File: src/rtl/fp_add_arbiter_pkg.sv
// Shared types and helpers for the fp_add_arbiter slice.
// It holds the datapath width, the in-flight tag record, and the index-width helper.
package fp_add_arb_pkg;

    localparam int FP_W      = 32;
    localparam int IDX_MAX_W = 3;   // wide enough for up to 8 requesters

    typedef struct packed {
        logic                 valid;
        logic [IDX_MAX_W-1:0] idx;
    } tag_t;

    function automatic int idx_w(input int n);
        return (n <= 2) ? 1 : $clog2(n);
    endfunction

endpackage

File: src/rtl/fp_add_arbiter_if.sv
// Requester and adder signal bundle for fp_add_arbiter.
// The slave modport is the arbiter side; the master modport is the requesters plus the adder.
interface fp_add_arbiter_if #(
    parameter int NREQ = 4
);
    import fp_add_arb_pkg::*;

    logic [NREQ-1:0]      req_valid;
    logic [NREQ*FP_W-1:0] req_a;
    logic [NREQ*FP_W-1:0] req_b;
    logic [NREQ-1:0]      req_ready;
    logic [FP_W-1:0]      add_a;
    logic [FP_W-1:0]      add_b;
    logic [FP_W-1:0]      add_s;
    logic [NREQ-1:0]      rsp_valid;
    logic [FP_W-1:0]      rsp_data;

    modport slave (
        input  req_valid, req_a, req_b, add_s,
        output req_ready, add_a, add_b, rsp_valid, rsp_data
    );

    modport master (
        output req_valid, req_a, req_b, add_s,
        input  req_ready, add_a, add_b, rsp_valid, rsp_data
    );

endinterface

File: src/rtl/fp_add_arbiter_rr_arbiter.sv
// Round-robin arbiter: combinational one-hot grant with the search starting at r_ptr.
// The pointer advances past the winner on every grant; because a grant implies valid, every grant is a handshake.
module rr_arbiter
    import fp_add_arb_pkg::*;
#(
    parameter int NREQ = 4,
    localparam int IW  = idx_w(NREQ)
) (
    input  logic            clk,
    input  logic            rst_n,
    input  logic [NREQ-1:0] i_valid,
    output logic [NREQ-1:0] o_grant,
    output logic [IW-1:0]   o_idx,
    output logic            o_any
);

    logic [IW-1:0] r_ptr;
    logic          w_hit_hi;
    logic [IW-1:0] w_idx_hi;
    logic [IW-1:0] w_idx_lo;
    logic [IW-1:0] w_idx;
    logic          w_any;
    logic [IW-1:0] w_ptr_nxt;

    // The lowest valid index at or above r_ptr wins; otherwise the lowest valid index overall (wrap).
    always_comb begin
        w_hit_hi = 1'b0;
        w_idx_hi = '0;
        w_idx_lo = '0;
        for (int i = NREQ - 1; i >= 0; i--) begin
            if (i_valid[i]) begin
                w_idx_lo = IW'(i);
                if (IW'(i) >= r_ptr) begin
                    w_hit_hi = 1'b1;
                    w_idx_hi = IW'(i);
                end
            end
        end
        w_any = |i_valid;
        w_idx = w_hit_hi ? w_idx_hi : w_idx_lo;
    end

    always_comb begin
        o_grant = '0;
        for (int i = 0; i < NREQ; i++) begin
            o_grant[i] = w_any && (w_idx == IW'(i));
        end
    end

    assign w_ptr_nxt = (w_idx == IW'(NREQ - 1)) ? '0 : w_idx + IW'(1);
    assign o_idx     = w_idx;
    assign o_any     = w_any;

    always_ff @(posedge clk or negedge rst_n) begin
        if (!rst_n) begin
            r_ptr <= '0;
        end else if (w_any) begin
            r_ptr <= w_ptr_nxt;
        end
    end

endmodule

File: src/rtl/fp_add_arbiter.sv
// Shares one pipelined FP adder among NREQ requesters, returning each sum to the requester that issued it.
// Optional FP_ADD_ARB_STATS_EN adds the stat_issued and stat_blocked counters.
module fp_add_arbiter
    import fp_add_arb_pkg::*;
#(
    parameter int NREQ = 4,
    parameter int LAT  = 4
) (
    input  logic             clk,
    input  logic             rst_n,
    fp_add_arbiter_if.slave  bus
`ifdef FP_ADD_ARB_STATS_EN
    ,
    output logic [FP_W-1:0]  stat_issued,
    output logic [FP_W-1:0]  stat_blocked
`endif
);

    localparam int IW = idx_w(NREQ);

    logic [NREQ-1:0] w_grant;
    logic [IW-1:0]   w_idx;
    logic            w_any;
    logic [FP_W-1:0] w_add_a;
    logic [FP_W-1:0] w_add_b;
    logic [NREQ-1:0] w_rsp_onehot;

    tag_t            r_tag [0:LAT];
    logic [NREQ-1:0] r_rsp_valid;
    logic [FP_W-1:0] r_rsp_data;

    rr_arbiter #(
        .NREQ (NREQ)
    ) u_arb (
        .clk     (clk),
        .rst_n   (rst_n),
        .i_valid (bus.req_valid),
        .o_grant (w_grant),
        .o_idx   (w_idx),
        .o_any   (w_any)
    );

    always_comb begin
        w_add_a = '0;
        w_add_b = '0;
        for (int i = 0; i < NREQ; i++) begin
            if (w_grant[i]) begin
                w_add_a = bus.req_a[i*FP_W +: FP_W];
                w_add_b = bus.req_b[i*FP_W +: FP_W];
            end
        end
    end

    assign bus.req_ready = w_grant;
    assign bus.add_a     = w_add_a;
    assign bus.add_b     = w_add_b;

    // Entry 0 plus LAT delay stages: the retiring tag lines up with add_s, which
    // settles LAT cycles after operand capture, so the sum is sampled at edge t+LAT+1.
    always_ff @(posedge clk or negedge rst_n) begin
        if (!rst_n) begin
            for (int k = 0; k <= LAT; k++) begin
                r_tag[k] <= '0;
            end
        end else begin
            r_tag[0] <= '{valid: w_any, idx: IDX_MAX_W'(w_idx)};
            for (int k = 1; k <= LAT; k++) begin
                r_tag[k] <= r_tag[k-1];
            end
        end
    end

    assign w_rsp_onehot = NREQ'(1) << r_tag[LAT].idx;

    always_ff @(posedge clk or negedge rst_n) begin
        if (!rst_n) begin
            r_rsp_valid <= '0;
            r_rsp_data  <= '0;
        end else if (r_tag[LAT].valid) begin
            r_rsp_valid <= w_rsp_onehot;
            r_rsp_data  <= bus.add_s;
        end else begin
            r_rsp_valid <= '0;
        end
    end

    assign bus.rsp_valid = r_rsp_valid;
    assign bus.rsp_data  = r_rsp_data;

`ifdef FP_ADD_ARB_STATS_EN
    logic [FP_W-1:0] r_stat_issued;
    logic [FP_W-1:0] r_stat_blocked;
    logic            w_blocked;

    assign w_blocked = |(bus.req_valid & ~w_grant);

    always_ff @(posedge clk or negedge rst_n) begin
        if (!rst_n) begin
            r_stat_issued  <= '0;
            r_stat_blocked <= '0;
        end else begin
            if (w_any) begin
                r_stat_issued <= r_stat_issued + FP_W'(1);
            end
            if (w_blocked) begin
                r_stat_blocked <= r_stat_blocked + FP_W'(1);
            end
        end
    end

    assign stat_issued  = r_stat_issued;
    assign stat_blocked = r_stat_blocked;
`endif

endmodule
File: src/flat_wrapper.sv
// flat-port wrapper written by rule: the top's interface ports become plain ports
module fp_add_arbiter_flat import fp_add_arb_pkg::*;
#(
    parameter int NREQ = 4,
    parameter int LAT  = 4
)
  (clk, rst_n, bus_req_valid, bus_req_a, bus_req_b, bus_add_s, bus_req_ready, bus_add_a, bus_add_b, bus_rsp_valid, bus_rsp_data);
  fp_add_arbiter_if #(.NREQ(NREQ)) bus_i ();
  input  logic clk;
  input  logic rst_n;
  input wire logic [$bits(bus_i.req_valid)-1:0] bus_req_valid;
  input wire logic [$bits(bus_i.req_a)-1:0] bus_req_a;
  input wire logic [$bits(bus_i.req_b)-1:0] bus_req_b;
  input wire logic [$bits(bus_i.add_s)-1:0] bus_add_s;
  output wire logic [$bits(bus_i.req_ready)-1:0] bus_req_ready;
  output wire logic [$bits(bus_i.add_a)-1:0] bus_add_a;
  output wire logic [$bits(bus_i.add_b)-1:0] bus_add_b;
  output wire logic [$bits(bus_i.rsp_valid)-1:0] bus_rsp_valid;
  output wire logic [$bits(bus_i.rsp_data)-1:0] bus_rsp_data;
  assign bus_i.req_valid = bus_req_valid;
  assign bus_i.req_a = bus_req_a;
  assign bus_i.req_b = bus_req_b;
  assign bus_i.add_s = bus_add_s;
  assign bus_req_ready = bus_i.req_ready;
  assign bus_add_a = bus_i.add_a;
  assign bus_add_b = bus_i.add_b;
  assign bus_rsp_valid = bus_i.rsp_valid;
  assign bus_rsp_data = bus_i.rsp_data;
  fp_add_arbiter #(.NREQ(NREQ), .LAT(LAT)) u_core (.clk(clk), .rst_n(rst_n), .bus(bus_i));
endmodule
File: config.mk
export PLATFORM = sky130hd
export DESIGN_NAME = fp_add_arbiter_flat
export DESIGN_NICKNAME = d
export VERILOG_FILES = /design/src/rtl/fp_add_arbiter_pkg.sv /design/src/rtl/fp_add_arbiter_if.sv /design/src/rtl/fp_add_arbiter_rr_arbiter.sv /design/src/rtl/fp_add_arbiter.sv /design/src/flat_wrapper.sv
export SDC_FILE = /design/constraint.sdc
export NUM_CORES = 1
export LEC_CHECK = 0
export CAP_MARGIN = 10
export CELL_PAD_IN_SITES_DETAIL_PLACEMENT = 1
export CELL_PAD_IN_SITES_GLOBAL_PLACEMENT = 1
export CORE_AREA = 5 5 151 153
export CTS_BUF_LIST = sky130_fd_sc_hd__clkbuf_8
export CTS_CLUSTER_SIZE = 25
export DETAILED_ROUTE_END_ITERATION = 16
export DIE_AREA = 0 0 156 158
export PLACE_DENSITY = 0.78
export SKIP_CTS_REPAIR_TIMING = 1
export SYNTH_ARGS = -nofsm -noshare
export SYNTH_HDL_FRONTEND = slang
export SYNTH_HIERARCHICAL = 1
export SYNTH_SLANG_ARGS = --single-unit
File: constraint.sdc
create_clock -name clk -period 7.6 [get_ports clk]
set_input_delay 1.52 -clock clk [delete_from_list [all_inputs] [get_ports clk]]
set_output_delay 1.52 -clock clk [all_outputs]
set_load 0.01 [all_outputs]
==> impl_metrics.ini <==
[floorplan]
rows = 54
die_y_um = 158
core_sq_um = 21420
dieWidth_um = 156
design.die.area_sq_um = 24650
boundaryPins = 398
start_util = 0.1725

[detailed_routing]
drt.antenna.violating_nets = 0
drt_pass1_iterations = 4
num_vias = 4602
routed_wirelength_um = 20610
vias_per_cell = 4.561
initialDrtViolationCount = 129
wl_per_cell_um = 20.42
drcViolationCount = 0

[global_route]
grt_pass1_wl_um = 29430
initial_antenna_violation_count = 0
first_global_vias = 5124
globalRouteOverflowTotal = 0
grt_start_max_net_pins = 62
grt.total_usage = 0.1530

[placement]
placer_s_final_routability_congestion_estimate = 0.8830
buffer_ports.inserted = 397
dp_hpwl_um = 16890
dpl.cell_count = 1001
dpl_cell_area_sq_um = 7829

[hold_path]
min_delay_worst_endpoint = u_core/r_tag[1]$_DFF_PN0_
timing.hold.worst_path_depth = 0
worst_hold_startpoint = u_core/r_tag[5]$_DFF_PN0_
hp-class = flop to flop

[setup_path]
reg2reg_from = u_core/u_arb/r_ptr[0]$_DFFE_PN0N_
timing.critical_path.slowest_cell_delay_ns = 0.64
worst_ep_arrival_time_ns = 5.13
path_class = input pin to output pin
r2r.worst_path.cells = 7
kind_of_end_point_of_the_critical_path = output pin
worstSetupPathDepth = 12
critPathMostFrequentCell = sky130_fd_sc_hd__clkdlybuf4s50_1
critical_path_peak_fanout = 42
critPathBufInv = 4
cpMaxStageDelayCell = sky130_fd_sc_hd__nand2b_2
critical_path.top_delay_family = buffers and inverters
r2r_slack_ns = 5.75
startpoint_type = input pin
critical_path_required_ns = 6.08
worstReg2RegEnd = u_core/u_arb/r_ptr[0]$_DFFE_PN0N_
crit_path_cell_trace = clkdlybuf4s50_1, and2b_1, nor2b_1, a211o_1, inv_1, ha_1, nor2b_2, nand2b_2, buf_12, o22ai_1, a21oi_2, clkdlybuf4s50_1

[layout]
area_growth_pct = 115.0
final_cell_area_sq_um = 7945
fillers = 2388
finish.net_count = 1026
drive_gt1_frac = 0.1660
insertedDiodeCount = 0
final_cells = 1009

[synthesis]
synth.distinct_cells = 35
post_synth_instance_area_sq_um = 3695
synth_cells = 352
yosysTopAreaCell = sky130_fd_sc_hd__dfrtp_1
yosysSeqAreaShare = 0.3590
synth_top_cells_by_count = 63 x sky130_fd_sc_hd__a22oi_1, 63 x sky130_fd_sc_hd__o22ai_1, 60 x sky130_fd_sc_hd__a21oi_2, 53 x sky130_fd_sc_hd__dfrtp_1, 32 x sky130_fd_sc_hd__mux2_2
synth.ff_latch_count = 53
synth.avg_cell_area_sq_um = 10.50
synth-async-reset-ratio = 1.000
synthFlopType = sky130_fd_sc_hd__dfrtp_1
synth.top_cells.by_area = sky130_fd_sc_hd__dfrtp_1 36%, sky130_fd_sc_hd__a21oi_2 14%, sky130_fd_sc_hd__a22oi_1 13%
number_of_flops_mapped_to_enable_cells_by_yosys = 0
synth_top_area_share = 0.3590
yosys_warnings = 6
synthesis.nets = 650

[cts]
cts_max_level = 2
clkSinkCount = 53
cts.reportedPaths.clkPinSlew_ns = 0.09
cts_tree = yes
cts-buffers-inserted = 5
clk-insertion-delay-late_ns = 0.32
cts_root_buf = sky130_fd_sc_hd__clkbuf_8
max-clock-path-buffers = 2

[sta]
final_hold_viol_count = 0
worst-slew-pin-transition_ns = 0.6837
timing.final.crit_share = 0.8749
setup_repair_after_global_routing_missed_its_margin = no
report.final.slew_viol_count = 0
hold_ws_ns = 0.3577
setup-violations-final = 0
max_freq_mhz = 150.4
skew_ns = 0.01323
slew-limit-headroom = 0.5442
finalCriticalPeriod_ns = 6.650
totalNegativeSetupSlack_ns = 0

[power_and_ir_drop]
cellPowerDensity_nw_per_um2 = 302.2
part_of_the_total_power_dissipated_in_combinational_logic = 0.770
share_seq_of_total_power = 0.147
p_sw_frac = 0.4251
ir_worst_vdd_uv = 194.3
total_switching_power_mw = 1.021
p_clk_frac = 0.082
power.internal_mw = 1.380
leakage_power_total_nw = 2.882

[status]
run_status = complete, no violations

[job]
drv_cap = 0
==> cell families (layout without fill, tap and decap cells) <==
| kind of cell | count (synthesis) | after routing | synth area share |
|---|---|---|---|
| and+or+nand+nor | 21 | 21 | 0.04098 |
| muxes | 32 | 32 | 0.09753 |
| AOI/OAI and AO/OA | 198 | 198 | 0.3993 |
| buffers and inverters | 44 | 421 | 0.08974 |
| adders and majority gates | 4 | 4 | 0.01355 |
| DFF | 53 | 53 | 0.3590 |
==> stage by stage <==
step                      worst slack [ns]  total power, mW    util
after floorplan                      2.780            1.287       -
after global placement              0.9750            2.214  0.3655
after detailed placement            0.9066            2.230  0.3655
after CTS                           0.9070            2.441  0.3710
after global routing                0.6912            2.559  0.3710
final                               0.9505            2.401  0.3710
==> worst max-delay path by stage <==
stage                     startpoint       endpoint  slack, ns
global route        bus_req_valid[0]  bus_add_b[20]       0.69
finish              bus_req_valid[0]   bus_add_b[6]       0.95
detailed placement  bus_req_valid[0]  bus_add_b[20]       0.91
global placement    bus_req_valid[0]  bus_add_b[20]       0.98
floorplan           bus_req_valid[0]   bus_add_a[0]       2.78
CTS                 bus_req_valid[0]  bus_add_b[20]       0.91
==> cell usage in the layout (no fill, tap or decap), types with 2 or more instances in the layout <==
cell type / Yosys / layout
sky130_fd_sc_hd__clkdlybuf4s50_1: 0 / 396
sky130_fd_sc_hd__a22oi_1: 63 / 63
sky130_fd_sc_hd__o22ai_1: 63 / 63
sky130_fd_sc_hd__a21oi_2: 60 / 60
sky130_fd_sc_hd__dfrtp_1: 53 / 53
sky130_fd_sc_hd__mux2_2: 32 / 32
sky130_fd_sc_hd__buf_4: 1 / 6
sky130_fd_sc_hd__inv_1: 6 / 6
sky130_fd_sc_hd__clkbuf_8: 6 / 5
sky130_fd_sc_hd__a21oi_1: 5 / 5
sky130_fd_sc_hd__ha_1: 4 / 4
sky130_fd_sc_hd__nand2_1: 3 / 3
sky130_fd_sc_hd__buf_12: 0 / 3
sky130_fd_sc_hd__and2b_2: 3 / 3
sky130_fd_sc_hd__inv_6: 0 / 2
sky130_fd_sc_hd__nor3b_1: 2 / 2
sky130_fd_sc_hd__nand3_1: 2 / 2
sky130_fd_sc_hd__o21ai_0: 2 / 2
==> power by group through the flow <==
| stage | Clock [mW] | Sequential, mW | Combinational (mW) |
|---|---|---|---|
| after floorplan | 0 | 0.363 | 0.924 |
| after global placement | 0 | 0.358 | 1.86 |
| after detailed placement | 0 | 0.359 | 1.87 |
| after CTS | 0.205 | 0.355 | 1.88 |
| after global routing | 0.216 | 0.360 | 1.98 |
| final | 0.198 | 0.354 | 1.85 |
==> layout make-up <==
type	count	area (sq um)	area share
Multi-Input combinational cell	255	2052	0.2583
Timing Repair Buffer	406	4074	0.5128
Sequential cell	53	1326	0.1669
Clock inverter	3	47.55	0.005984
Clock buffer	5	68.82	0.008661
Tap cell	280	350.3	0.04409
Inverter	7	26.28	0.003307
==> sequential cells by signal (all words and copies together), names as in the netlist <==
name	cells
u_core/bus.rsp_data	32
u_core/r_tag	15
u_core/bus.rsp_valid	4
u_core/u_arb/r_ptr	2
==> worst reg2reg max path: stages, from the launching register on <==
cell and delay, ns:
sky130_fd_sc_hd__dfrtp_1 0.39, sky130_fd_sc_hd__and2b_1 0.21, sky130_fd_sc_hd__nor2b_1 0.13, sky130_fd_sc_hd__a211o_1 0.31, sky130_fd_sc_hd__inv_1 0.11, sky130_fd_sc_hd__ha_1 0.14, sky130_fd_sc_hd__nor2b_2 0.35, sky130_fd_sc_hd__a211oi_2 0.09
==> metal layers <==
layer  track usage  routed length, um  part of all wire
met3       0.04511               2120              0.10
met5             0                  0                 0
met1        0.1690               7575              0.37
met2        0.2825              10400              0.50
met4       0.04710                508             0.025
No activity file was read; power rests on OpenSTA's default activity.
